===== config.mk =====
export PLATFORM = sky130hd
export DESIGN_NAME = btn_debounce_sel
export DESIGN_NICKNAME = d
export VERILOG_FILES = /design/src/rtl/btn_debounce_sel_pkg.sv /design/src/rtl/btn_debounce_sel_debounce_1.sv /design/src/rtl/btn_debounce_sel.sv
export SDC_FILE = /design/constraint.sdc
export NUM_CORES = 1
export LEC_CHECK = 0
export BUFFER_PORTS_ARGS = -buffer_cell sky130_fd_sc_hd__clkbuf_2
export CAP_MARGIN = 20
export CELL_PAD_IN_SITES_DETAIL_PLACEMENT = 1
export CELL_PAD_IN_SITES_GLOBAL_PLACEMENT = 1
export CORE_ASPECT_RATIO = 0.6
export CORE_MARGIN = 4
export CORE_UTILIZATION = 48
export CTS_CLUSTER_DIAMETER = 200
export DETAILED_ROUTE_END_ITERATION = 10
export GPL_TIMING_DRIVEN = 0
export PLACE_DENSITY_LB_ADDON = 0.08
export RECOVER_POWER = 25
export SLEW_MARGIN = 20
export SYNTH_ARGS = -nofsm -noshare
export SYNTH_HDL_FRONTEND = slang
export SYNTH_SLANG_ARGS = --single-unit

===== constraint.sdc =====
create_clock -name clk -period 2.8 [get_ports clk]
set_input_delay 0.14 -clock clk [delete_from_list [all_inputs] [get_ports clk]]
set_output_delay 0.14 -clock clk [all_outputs]
set_load 0.05 [all_outputs]

===== src/rtl/btn_debounce_sel_pkg.sv =====
// btn_debounce_sel_pkg: debounce FSM state encoding, display-select codes and select stepping
package btn_debounce_sel_pkg;
  typedef enum logic [1:0] {
    LOW       = 2'b00,
    WAIT_HIGH = 2'b01,
    HIGH      = 2'b10,
    WAIT_LOW  = 2'b11
  } db_state_t;
  typedef enum logic [1:0] {
    SEL_A    = 2'b00,
    SEL_B    = 2'b01,
    SEL_SUM  = 2'b10,
    SEL_SUM2 = 2'b11
  } sel_t;
  // NEXT alone steps up, PREV alone steps down, both together cancel
  function automatic logic [1:0] sel_step(input logic [1:0] sel, input logic [1:0] press);
    return press == 2'b01 ? sel + 2'd1 : press == 2'b10 ? sel - 2'd1 : sel;
  endfunction
endpackage


===== src/rtl/btn_debounce_sel_debounce_1.sv =====
// btn_debounce_1: synchroniser, stability counter and debounce FSM for one push-button
module btn_debounce_1
  import btn_debounce_sel_pkg::*;
#(
  parameter int DB_CYCLES   = 1000000,
  parameter int CNT_W       = 20,
  parameter int SYNC_STAGES = 2
) (
  input  logic clk,
  input  logic reset,
  input  logic raw,
  output logic level,
  output logic press
);
  localparam logic [CNT_W-1:0] CNT_LAST = CNT_W'(DB_CYCLES - 1);
  logic [SYNC_STAGES-1:0] sync_q;
  logic [CNT_W-1:0]       cnt_q;
  db_state_t              state_q;
  logic                   press_q;
  logic                   s;
  logic                   expired;
  assign s       = sync_q[SYNC_STAGES-1];
  assign expired = cnt_q == CNT_LAST;
  assign level   = state_q == HIGH || state_q == WAIT_LOW;
  assign press   = press_q;
  // counter stops at CNT_LAST because expiry always leaves the WAIT state
  always_ff @(posedge clk or negedge reset) begin
    if (!reset) begin
      sync_q  <= '0;
      cnt_q   <= '0;
      state_q <= LOW;
      press_q <= 1'b0;
    end else begin
      sync_q  <= {sync_q[SYNC_STAGES-2:0], raw};
      press_q <= state_q == WAIT_HIGH && s && expired;
      case (state_q)
        LOW:       if (s) begin state_q <= WAIT_HIGH; cnt_q <= '0; end
        WAIT_HIGH: if (!s) state_q <= LOW; else if (expired) state_q <= HIGH; else cnt_q <= cnt_q + 1'b1;
        HIGH:      if (!s) begin state_q <= WAIT_LOW; cnt_q <= '0; end
        default:   if (s) state_q <= HIGH; else if (expired) state_q <= LOW; else cnt_q <= cnt_q + 1'b1;
      endcase
    end
  end
endmodule


===== src/rtl/btn_debounce_sel.sv =====
// btn_debounce_sel: debounces NEXT/PREV buttons and keeps the display-select code
module btn_debounce_sel
  import btn_debounce_sel_pkg::*;
#(
  parameter int DB_CYCLES   = 1000000,
  parameter int CNT_W       = 20,
  parameter int SYNC_STAGES = 2
) (
  input  logic       clk,
  input  logic       reset,
  input  logic [1:0] btn_raw,
  output logic [1:0] btn_level,
  output logic [1:0] btn_press,
  output logic [1:0] btn_sel
);
  logic [1:0] sel_q;
  for (genvar i = 0; i < 2; i++) begin : g_btn
    btn_debounce_1 #(
      .DB_CYCLES  (DB_CYCLES),
      .CNT_W      (CNT_W),
      .SYNC_STAGES(SYNC_STAGES)
    ) u_db (
      .clk  (clk),
      .reset(reset),
      .raw  (btn_raw[i]),
      .level(btn_level[i]),
      .press(btn_press[i])
    );
  end
  always_ff @(posedge clk or negedge reset) begin
    if (!reset) sel_q <= SEL_A;
    else sel_q <= sel_step(sel_q, btn_press);
  end
  assign btn_sel = sel_q;
endmodule


==> qor.txt <==
PLACED DESIGN
--------------------------------------------------------------------------------
Placer's final routability congestion estimate ....................        0.891
Port Buffer Count .................................................            9
Place WS ..........................................................    -0.183 ns
Number of instances in the placed design ..........................          413
HPWL Detailed .....................................................      6390 um

SYNTH
--------------------------------------------------------------------------------
Syn nets ..........................................................          339
Post-synth design cell area .......................................   2980 sq um
Sequential element share of the synthesized area ..................        0.437
Mapped Avg Cell Area ..............................................   9.19 sq um
Top FF cell, synth ................................................ sky130_fd_sc_hd__dfrtp_1
Dominant cells by area after synthesis ............................ sky130_fd_sc_hd__dfrtp_1, sky130_fd_sc_hd__o21ai_0, sky130_fd_sc_hd__ha_1
Number of warnings printed during yosys synthesis .................            0
Async set or reset register ratio after synthesis .................         1.00
Yosys top cell area share .........................................        0.437
Area leader, netlist .............................................. sky130_fd_sc_hd__dfrtp_1
Post-synthesis sequential element count ...........................           52
Synthesized instance count ........................................          324
Synth top cells by count .......................................... sky130_fd_sc_hd__dfrtp_1, sky130_fd_sc_hd__o21ai_0, sky130_fd_sc_hd__nand2_1, sky130_fd_sc_hd__nand3_1, sky130_fd_sc_hd__o31ai_1
Number of enable-type register cells in the synthesized netlist ...            0
Most repeated cell in the gate-level netlist after synthesis ...... sky130_fd_sc_hd__dfrtp_1
Cell variety after synth ..........................................           46

GLOBAL ROUTE
--------------------------------------------------------------------------------
Met2 track utilization from global routing ........................        0.333
GR Util met3 ......................................................       0.0504
Total global routing track utilization ............................        0.242
Wire length of the first global-routing pass ......................     14300 um
Maximum number of pins on one net before global-route repair ......           53
Antenna violations before repair ..................................            0
Busiest metal layer after global routing ..........................         met1
Grt met1 use ......................................................        0.388
Global route total overflow .......................................            0
Via count of the first global-routing pass ........................         2733

LAYOUT
--------------------------------------------------------------------------------
Area growth from synthesis to layout ..............................        11.6%
Non-Filler Instances ..............................................          424
NumNets Final .....................................................          358
Number of diodes added for antenna fixing .........................            0
Fraction of final layout cells with drive strength greater than 1 .        0.113

SETUP PATH
--------------------------------------------------------------------------------
Reg2reg path depth ................................................            8
Crit path cell chain .............................................. inv_1 > ha_1 > or2_2 > clkbuf_1 > o41ai_4 > clkbuf_1 > o21ai_0 > o41ai_1
Data required time of the critical path ...........................      3.01 ns
FF-to-FF setup slack ..............................................      0.13 ns
CP startpoint kind ................................................         flop
Launch point of the worst reg-to-reg path ......................... g_btn[1].u_db.state_q[0]$_DFFE_PN0P_
CP dominant cell by count ......................................... sky130_fd_sc_hd__clkbuf_1
Stage delay of the slowest cell on the critical path ..............      0.45 ns
Endpoint arrival time on the critical path ........................      2.88 ns
Critical Path Slowest Stage Cell .................................. sky130_fd_sc_hd__clkbuf_1
Class of the most critical setup path ............................. flop to flop
Destination of the worst register-to-register timing path ......... g_btn[1].u_db.cnt_q[9]$_DFFE_PN0P_
Crit path max fanout ..............................................           10
CP endpoint kind ..................................................         flop

CLOCKING
--------------------------------------------------------------------------------
Bufs on Longest Clock Path ........................................            2
CTS tree ..........................................................         done
Clock Latency Late Sink ...........................................      0.32 ns
Number of CTS-inserted buffers ....................................            5
Clock Root Buffer ................................................. sky130_fd_sc_hd__clkbuf_8
Clock Pin Slew Worst Setup and Hold Paths .........................      0.10 ns
Clock sink count ..................................................           52
Post-CTS Setup Bufs ...............................................            0
Clock H-tree levels ...............................................            2

STA
--------------------------------------------------------------------------------
Transition time at the pin with the least slew margin .............      1.33 ns
Worst slew margin .................................................        0.114
Unrepaired setup endpoints after global routing ...................          yes
Final worst-path setup slack ......................................     0.130 ns
Part of the cycle the worst path needs ............................        0.953
Worst-case clock skew .............................................   0.00681 ns
Setup-failing EPs final ...........................................            0
Maximum achievable frequency ......................................      375 MHz
Hold Fails Final Rpt ..............................................            0
Number of max-slew violations in the final report .................            0
Post-route minimum period .........................................      2.67 ns

ROUTE
--------------------------------------------------------------------------------
Routed vias .......................................................         2661
ANT nets after route ..............................................            0
DR pass1 iterations ...............................................            4
Post-detailed-routing wire length .................................      8760 um
Average wire per cell in the routed design ........................      20.7 um
Drt drc ...........................................................            0
Number of DRC markers in iteration 0 ..............................          229
Post-DR vias/cell .................................................         6.28

WORST HOLD PATH
--------------------------------------------------------------------------------
Hold Crit Endpoint ................................................ g_btn[1].u_db.sync_q[1]$_DFF_PN0_
Number of cells on the worst hold path ............................            0
Worst hold path class ............................................. flop to flop
Launch instance of the worst min-delay path ....................... g_btn[1].u_db.sync_q[0]$_DFF_PN0_

FLOORPLAN
--------------------------------------------------------------------------------
Std-Cell Core Area ................................................   5780 sq um
Count of pins on the block boundary ...............................           10
Initial core utilization ..........................................        0.515
Overall die width .................................................       110 um
Die height ........................................................      69.0 um
Num rows ..........................................................           21
Area of the die ...................................................   7570 sq um

PWR
--------------------------------------------------------------------------------
Static Leakage ....................................................      1.38 nW
Maximum ir drop on the vdd rail ...................................     0.453 mV
Power per standard cell area ......................................  848 nW/um^2
Total power .......................................................      2.82 mW

JOB
--------------------------------------------------------------------------------
Number of maximum-capacitance violations ..........................            0

RUN STATUS
--------------------------------------------------------------------------------
Outcome ........................................................... complete, no violations

[report_power, final]
part	internal (mW)	switching, mW	total (mW)
Clock	0.316	0.268	0.584
Combinational	0.423	0.898	1.32
Sequential	0.825	0.0879	0.913
Total	1.56	1.25	2.82
[metal layers]
layer / routed length [um] / up-vias
met5: 0 / -
met4: 40 / 0
met3: 508 / 5
met2: 3650 / 73
met1: 4560 / 1324
li1: - / 1259
[area by class of cell]
class	count	area, sq um
Fill cell	685	2460
Multi-Input combinational cell	242	1590
Sequential cell	52	1300
Tap cell	80	100
Clock buffer	7	96.3
Buffer	18	83.8
Timing Repair Buffer	12	75.1
Inverter	12	45.0
Clock inverter	1	30.0
[cells in the final DEF, fill, tap and decap left out, types with 2 or more instances in the layout]
master | netlist | layout
sky130_fd_sc_hd__and4_1 | 3 | 3
sky130_fd_sc_hd__nand3b_1 | 2 | 2
sky130_fd_sc_hd__nand2b_1 | 3 | 3
sky130_fd_sc_hd__buf_4 | 4 | 4
sky130_fd_sc_hd__nor2_1 | 14 | 13
sky130_fd_sc_hd__nand2_1 | 30 | 29
sky130_fd_sc_hd__dlygate4sd3_1 | 0 | 3
sky130_fd_sc_hd__o41ai_1 | 7 | 6
sky130_fd_sc_hd__o21ai_0 | 35 | 35
sky130_fd_sc_hd__o311ai_0 | 6 | 6
sky130_fd_sc_hd__clkbuf_2 | 0 | 10
sky130_fd_sc_hd__ha_1 | 11 | 11
sky130_fd_sc_hd__o31ai_1 | 15 | 15
sky130_fd_sc_hd__mux2_2 | 5 | 5
sky130_fd_sc_hd__nand3_1 | 18 | 18
sky130_fd_sc_hd__inv_1 | 12 | 12
sky130_fd_sc_hd__clkbuf_1 | 13 | 12
sky130_fd_sc_hd__a21oi_1 | 13 | 13
sky130_fd_sc_hd__or4_1 | 5 | 5
sky130_fd_sc_hd__nor3_1 | 8 | 8
sky130_fd_sc_hd__and2_1 | 5 | 5
sky130_fd_sc_hd__dfrtp_1 | 52 | 52
sky130_fd_sc_hd__nor4b_1 | 2 | 2
sky130_fd_sc_hd__or2_2 | 4 | 4
sky130_fd_sc_hd__xor2_1 | 3 | 3
sky130_fd_sc_hd__nand4_1 | 9 | 9
sky130_fd_sc_hd__or3_1 | 4 | 4
sky130_fd_sc_hd__a41oi_1 | 2 | 2
sky130_fd_sc_hd__and3_1 | 3 | 3
sky130_fd_sc_hd__o211ai_1 | 8 | 8
sky130_fd_sc_hd__a31oi_1 | 10 | 10
sky130_fd_sc_hd__clkbuf_8 | 0 | 7
[cells by family (layout without fill, tap and decap cells)]
logic type	after synthesis	count (layout)	share of synthesized area
flops	52	52	0.437
compound gates	103	103	0.223
fa+ha+maj	11	11	0.0462
xor+xnor	4	4	0.0118
buf+inv	30	50	0.0429
mux	8	8	0.0294
simple gates	116	116	0.210
[worst max-delay path: cells and delay by family (launching register included)]
kind	cells	cell delay [ns]
adder cells (fa/ha/maj)	1	0.28
AO/OA/AOI/OAI	3	0.72
buffers and inverters	3	0.84
flip-flops	1	0.41
AND/OR/NAND/NOR	1	0.31
[worst max-delay path by stage]
stage                                         endpoint                            startpoint
detailed placement  g_btn[1].u_db.cnt_q[9]$_DFFE_PN0P_  g_btn[1].u_db.state_q[0]$_DFFE_PN0P_
floorplan           g_btn[0].u_db.cnt_q[0]$_DFFE_PN0P_   g_btn[0].u_db.cnt_q[12]$_DFFE_PN0P_
CTS                 g_btn[1].u_db.cnt_q[9]$_DFFE_PN0P_  g_btn[1].u_db.state_q[0]$_DFFE_PN0P_
finish              g_btn[1].u_db.cnt_q[9]$_DFFE_PN0P_  g_btn[1].u_db.state_q[0]$_DFFE_PN0P_
global placement                                  flop    g_btn[0].u_db.cnt_q[0]$_DFFE_PN0P_
global route        g_btn[1].u_db.cnt_q[9]$_DFFE_PN0P_  g_btn[1].u_db.state_q[0]$_DFFE_PN0P_
[through the flow]
step	hold WS [ns]	setup TNS [ns]	utilization	area [sq um]
final	0.361	0	0.575	3320
after global placement	0.253	-0.0545	0.540	3120
after CTS	0.363	0	0.572	3310
after detailed placement	0.251	-1.46	0.541	3130
after global routing	0.365	-0.00591	0.575	3320
after floorplan	-0.156	0	-	2980
[registers in the layout (all words and copies together) (netlist names), named ones only]
signal / flops
g_btn.u_db.cnt_q: 40
g_btn.u_db.sync_q: 4
btn_sel: 2
g_btn.u_db.press: 2
g_btn.u_db.state_q: 2
[repair_timing]
item	CTS	global route
endpoints found under the hold margin	54	0
hold buffers	3	0
endpoints found under the setup margin	11	15
resized for setup	4	5
(Power assumes the default switching activity.)
